[src/rtl/counter_run_ctrl.sv]
// Run/stop sequencer for the board up-counter: issues a clear, gates the
// enable, and stops the counter exactly at a programmed terminal value.
module counter_run_ctrl #(
    parameter int WIDTH    = 4,
    parameter int RELOAD_W = 8
) (
    input  logic                clock_i,
    input  logic                reset_i,
    input  logic                start_i,
    input  logic                stop_i,
    input  logic                pause_i,
    input  logic                reload_mode_i,
    input  logic [WIDTH-1:0]    terminal_i,
    input  logic [WIDTH-1:0]    counter_value_i,
    output logic                counter_enable_o,
    output logic                counter_clear_o,
    output logic                busy_o,
    output logic                done_o,
    output logic [RELOAD_W-1:0] reload_count_o
);

    typedef enum logic [2:0] {
        IDLE,
        CLEAR,
        RUN,
        PAUSE,
        DONE
    } state_t;

    state_t             state;
    state_t             next_state;
    logic [WIDTH-1:0]   term_q;
    logic               mode_q;
    logic [WIDTH-1:0]   term_minus_one;
    logic               at_terminal;

    // The edge that leaves RUN still increments the counter, so stop one short.
    assign term_minus_one = term_q - 1'b1;
    assign at_terminal    = (counter_value_i >= term_minus_one);

    always_comb begin
        next_state = state;
        case (state)
            IDLE: begin
                if (start_i && !stop_i) begin
                    next_state = CLEAR;
                end
            end
            CLEAR: begin
                if (stop_i) begin
                    next_state = IDLE;
                end else if (term_q == '0) begin
                    next_state = DONE;
                end else begin
                    next_state = RUN;
                end
            end
            RUN: begin
                if (stop_i) begin
                    next_state = IDLE;
                end else if (at_terminal) begin
                    next_state = DONE;
                end else if (pause_i) begin
                    next_state = PAUSE;
                end
            end
            PAUSE: begin
                if (stop_i) begin
                    next_state = IDLE;
                end else if (!pause_i) begin
                    next_state = RUN;
                end
            end
            DONE: begin
                if (stop_i || !mode_q) begin
                    next_state = IDLE;
                end else begin
                    next_state = CLEAR;
                end
            end
            default: begin
                next_state = IDLE;
            end
        endcase
    end

    // Outputs are flops loaded with the decode of the next state.
    always_ff @(posedge clock_i) begin
        if (reset_i) begin
            state            <= IDLE;
            term_q           <= '0;
            mode_q           <= 1'b0;
            reload_count_o   <= '0;
            counter_enable_o <= 1'b0;
            counter_clear_o  <= 1'b0;
            busy_o           <= 1'b0;
            done_o           <= 1'b0;
        end else begin
            state            <= next_state;
            counter_enable_o <= (next_state == RUN);
            counter_clear_o  <= (next_state == CLEAR);
            busy_o           <= (next_state != IDLE);
            done_o           <= (next_state == DONE);
            if (state == IDLE && next_state == CLEAR) begin
                term_q         <= terminal_i;
                mode_q         <= reload_mode_i;
                reload_count_o <= '0;
            end else if (state == DONE && next_state == CLEAR) begin
                if (reload_count_o != '1) begin
                    reload_count_o <= reload_count_o + 1'b1;
                end
            end
        end
    end

endmodule

[config.mk]
export PLATFORM = sky130hd
export DESIGN_NAME = counter_run_ctrl
export DESIGN_NICKNAME = d
export VERILOG_FILES = /design/src/rtl/counter_run_ctrl.sv
export SDC_FILE = /design/constraint.sdc
export NUM_CORES = 1
export LEC_CHECK = 0
export CORE_MARGIN = 4
export CORE_UTILIZATION = 51
export DETAILED_ROUTE_END_ITERATION = 6
export PLACE_DENSITY = 0.83
export SYNTH_ARGS = -nofsm -noshare
export SYNTH_HDL_FRONTEND = slang
export SYNTH_SLANG_ARGS = --single-unit
[constraint.sdc]
create_clock -name clock_i -period 3.43 [get_ports clock_i]
set_input_delay 0.686 -clock clock_i [delete_from_list [all_inputs] [get_ports clock_i]]
set_output_delay 0.686 -clock clock_i [all_outputs]
set_load 0.05 [all_outputs]
==> Word-level counts from Yosys, hierarchy flattened <==
Cells that the tools add are included.
{ "totals": {"ff_bits": 20, "out_inout_bits": 12, "elab_cells": 40} }
{ "classes": {"n_addsub": 2, "n_lt_le_gt_ge": 1, "n_eq_ne": 8, "muxes": 10, "n_reduce_logical": 11} }
{ "op_table": {"columns": ["cell", "n"], "rows": [
  ["3-bit two-way mux", 8],
  ["3-bit one-hot mux with 5 select lines", 1],
  ["3-bit by 2-bit equality test with 1-bit output (second input constant)", 3],
  ["8-bit by 1-bit adder with 8-bit output (second input constant)", 1],
  ["8-bit inequality test (second input constant)", 1],
  ["3-bit by 1-bit equality test with 1-bit output (second input constant)", 2],
  ["3-bit equality test (second input constant)", 2],
  ["4-bit greater-or-equal comparator", 1],
  ["4-bit logical NOT", 1],
  ["4-bit by 1-bit subtractor with 4-bit output (second input constant)", 1],
  ["1-bit logical AND", 3],
  ["3-bit logical NOT", 1],
  ["3-bit nonzero test", 1],
  ["1-bit logical NOT", 2],
  ["2-bit AND reduction", 1],
  ["2-bit OR reduction", 1],
  ["1-bit logical OR", 1],
  ["1-bit two-way mux", 1]
]} }

==> Depth between registers and ports, before layout <==
{ "logic_depth": {"word_depth": 8, "depth_mapped": 10, "depth_no_buf": 9} }

==> Least setup slack after synthesis <==
OpenSTA, ideal clock, no wires.
{ "synth_timing": {"kind": "input-to-reg", "start": "in counter_value_i[0]", "end": "reg reload_count_o[5]", "setup_time_ps": 130, "t_arrival_ps": 2154, "required_ps": 3300, "setup_slack_ps": 1146, "stages": 8, "path_buffers": 1, "cell_sequence": "inv_1 ha_1 nor3b_2 o21ai_1 o221a_1 buf_2 o41ai_1 a21oi_1"} }
{ "synth_between": {"elab_chain_cells": 7, "elab_cells_between_ends": 9, "classes_between": "order compare: 1; eq/ne: 1; mux: 3; reduce/logical: 4"} }
{ "synth_rtl": {"columns": ["item", "line_no", "rtl"], "rows": [
  ["from (decl)", "14", "input logic [WIDTH-1:0] counter_value_i,"],
  ["4-bit greater-or-equal comparator (*)", "39", "assign at_terminal = (counter_value_i >= term_minus_one);"],
  ["3-bit two-way mux (*)", "61", "end else if (at_terminal) begin"],
  ["3-bit two-way mux (*)", "59", "if (stop_i) begin"],
  ["3-bit one-hot mux with 5 select lines (*)", "43", "case (state)"],
  ["3-bit by 1-bit equality test with 1-bit output (*)", "104, 108", null],
  ["1-bit logical AND (on tied branches)", "108, 104", null],
  ["2-bit AND reduction (no source line) / 2-bit OR reduction (equally long branches)", null, null],
  ["to (signal assigned)", "110", "reload_count_o <= reload_count_o + 1'b1;"],
  ["to (decl)", "19", "output logic [RELOAD_W-1:0] reload_count_o"]
]} }
Mark *: on every way between the ends. The rest lies on a longest branch, timed or not.
A chain may end at the register's enable or synchronous reset.

==> Worst setup path after layout <==
{ "layout_timing": {"start": "in counter_value_i[0]", "end": "reg reload_count_o[4]"} }
Same word-level chain as after synthesis.

==> reports/results.ini <==
[worst_hold_path]
hold_path.class=flop to flop

[floorplan]
io_pins=26
rows=15
dieArea_um2=2780
die_y_um=52.7
core_area_um2=1800
die_x_um=52.7
start_util_pct=56.5

[detailed_routing]
ant_nets=0
viasPerCell=5.62
wl_per_cell_um=12.7
drc=0
routed_wl_um=2080
vias=921
drtIter0Drc=6
first_pass_iters=4

[critical_path]
worst-setup-path-type=primary input to flop
crit_chain=clkdlybuf4s50_1 > inv_1 > ha_1 > nor3b_2 > o21ai_1 > o221a_1 > or4_1 > a21oi_1
critPathTopFamily=simple AND/OR/NAND/NOR gates
slowest_delay_ns=0.55
required_ns=3.68
crit_buf_inv=2
crit_slowest_cell=or4_1
start_kind=primary input
cp_max_fo=14
arrival_ns=2.89
cp-end-kind=flop

[power]
internal-power_mw=0.392
swShare_pct=23.0
vdd.ir_drop.worst_uv=429
seq_power_share_pct=47.5
power_switching_mw=0.117
power_density_nw_per_um2=381
pwr-share-clk_pct=38.2
leakage_nw=0.479
power_frac_comb_pct=14.3

[cts]
htree_levels=1
cts_hold_buf=0
cts_buffers=3
clockBufferDepth=2
clock-sinks=20
cts-root-buf=clkbuf_4
cts_setup_buffers=0
cts_tree=yes
clkTransAtPathRegs_ns=0.11
clk_latency_ns=0.31
cts_resized=0

[timing]
worstMarginPinSlew_ns=0.507
layout_setup_ws_ns=0.793
slew_headroom_pct=66.1
min_period_over_period_pct=76.9
setup_viol=0
max_freq_mhz=379
rsz0062_at_grt=no
final-hold-violation-count=0
fin_crit_ns=2.64
fin_setup_tns_ns=0
hold_slack_ns=0.511
clock_skew_ns=0.00308
drv_slew=0

[synth]
synth_seq_cells=20
synth-edff-count=0
yosysSeqAreaShare_pct=39.3
synth_nets=134
synth_ff_type=dfxtp_1
yosysWarningCount=0
syn_avg_cell_area_um2=8.93
synth_area_um2=1020
synthCells=114
async_reset_ff_share_pct=0
synth_cell_types=38

[global_routing]
grt_overflow=0
antenna_found_initial=0
grt_pass1_vias=864
grtUsageTotal_pct=17.3
grt_max_degree=15
grt_pass1_wl_um=3550

[finish]
instances_no_fill=164
layout-drive-gt1-share_pct=6.47
stdcell_area_um2=1340
areaGrowthSynthToFinish_pct=31.2
n_antenna_cell=0
layout.nets=160

[place]
placed_cell_area_um2=1280
gp_congestion=0.878
port_buffers=25
dp.cells=160
dpl_worst_slack_ns=0.474
dp_hpwl_um=1690

[outcome]
status=completed

[flow_run]
drv_cap=0

-- per-layer routing --
metal / wire length [µm] / global-route usage, % / up-vias
li1: - / - / 470
met1: 850 / 18.1 / 416
met2: 1050 / 31.0 / 33
met3: 161 / 6.84 / 2
met4: 16 / 5.53 / 0
met5: 0 / 0 / -
-- registers in the layout (all words and copies together), names as in the netlist --
register	cells
term_q	4
mode_q	1
done_o	1
counter_clear_o	1
busy_o	1
reload_count_o	8
state	3
counter_enable_o	1
-- cell families after synthesis --
logic type,after synthesis,synth area share (%)
buf+inv,9,3.44
simple gates,45,25.4
compound gates,25,15.7
mux,7,7.00
flops,20,39.3
xor+xnor,2,1.72
fa+ha+maj,6,7.37
-- layout make-up --
type / instances / area [µm²]
Inverter: 5 / 18.8
Multi-Input combinational cell: 85 / 583
Timing Repair Buffer: 25 / 250
Clock buffer: 3 / 22.5
Tap cell: 25 / 31.3
Clock inverter: 1 / 30.0
Fill cell: 144 / 465
Sequential cell: 20 / 400
-- worst reg2reg max path, delay by kind of cell, from the launching register on --
family / cells / cell delay [ns]
AOI/OAI and AO/OA: 4 / 0.87
adders and majority gates: 2 / 0.57
buffers and inverters: 1 / 0.07
DFF: 1 / 0.36
and+or+nand+nor: 1 / 0.55
-- cell usage in the layout (no fill, tap or decap), types with 2 or more instances in the layout --
cell	netlist	layout
nor3_1	2	2
or4_1	3	3
nand2b_1	3	3
nand2_1	3	3
clkdlybuf4s50_1	0	25
nor4b_1	2	2
dfxtp_1	20	20
ha_1	6	6
o31ai_1	2	2
xnor2_1	2	2
mux2i_1	6	6
nand3_1	5	5
or3_1	5	5
o21ai_0	5	5
clkbuf_4	0	3
a21oi_1	9	9
inv_1	5	5
nor2_1	12	12
o211ai_1	2	2
-- power groups by stage --
| stage | clock network (mW) | registers [mW] | logic, mW |
|---|---|---|---|
| after floorplan | 0 | 0.252 | 0.0415 |
| after global placement | 0 | 0.247 | 0.0713 |
| after detailed placement | 0 | 0.247 | 0.0731 |
| after CTS | 0.198 | 0.242 | 0.0732 |
| after global routing | 0.208 | 0.243 | 0.0809 |
| final | 0.194 | 0.242 | 0.0726 |
-- final timing paths --
path / endpoint / depth (start not counted) / slack [ns] / start
hold / removal: mode_q / 2 / 0.51 / mode_q
setup / recovery: reload_count_o[4] / 8 / 0.79 / counter_value_i[0]
hold reg to reg: mode_q / 2 / 0.51 / mode_q
setup reg to reg: reload_count_o[4] / 8 / 0.95 / term_q[0]
-- metrics by stage --
step | power (mW) | util, %
floorplan | 0.293 | -
global placement | 0.318 | 71.3
detailed placement | 0.320 | 71.3
CTS | 0.513 | 74.2
global route | 0.532 | 74.2
finish | 0.509 | 74.2
-- cell usage after synthesis (2+ instances only) --
cell / number / area [µm²]
o21ai_0: 5 / 25.0
xnor2_1: 2 / 17.5
nor2_1: 12 / 45.0
a21oi_1: 9 / 45.0
nor3_1: 2 / 10.0
mux2i_1: 6 / 60.1
dfxtp_1: 20 / 400
inv_1: 5 / 18.8
nor4b_1: 2 / 17.5
nand2b_1: 3 / 18.8
clkbuf_1: 2 / 7.51
nand3_1: 5 / 25.0
nand2_1: 3 / 11.3
o31ai_1: 2 / 15.0
or3_1: 5 / 31.3
ha_1: 6 / 75.1
or4_1: 3 / 22.5
o211ai_1: 2 / 15.0
Power figures use the tool's default switching activity.
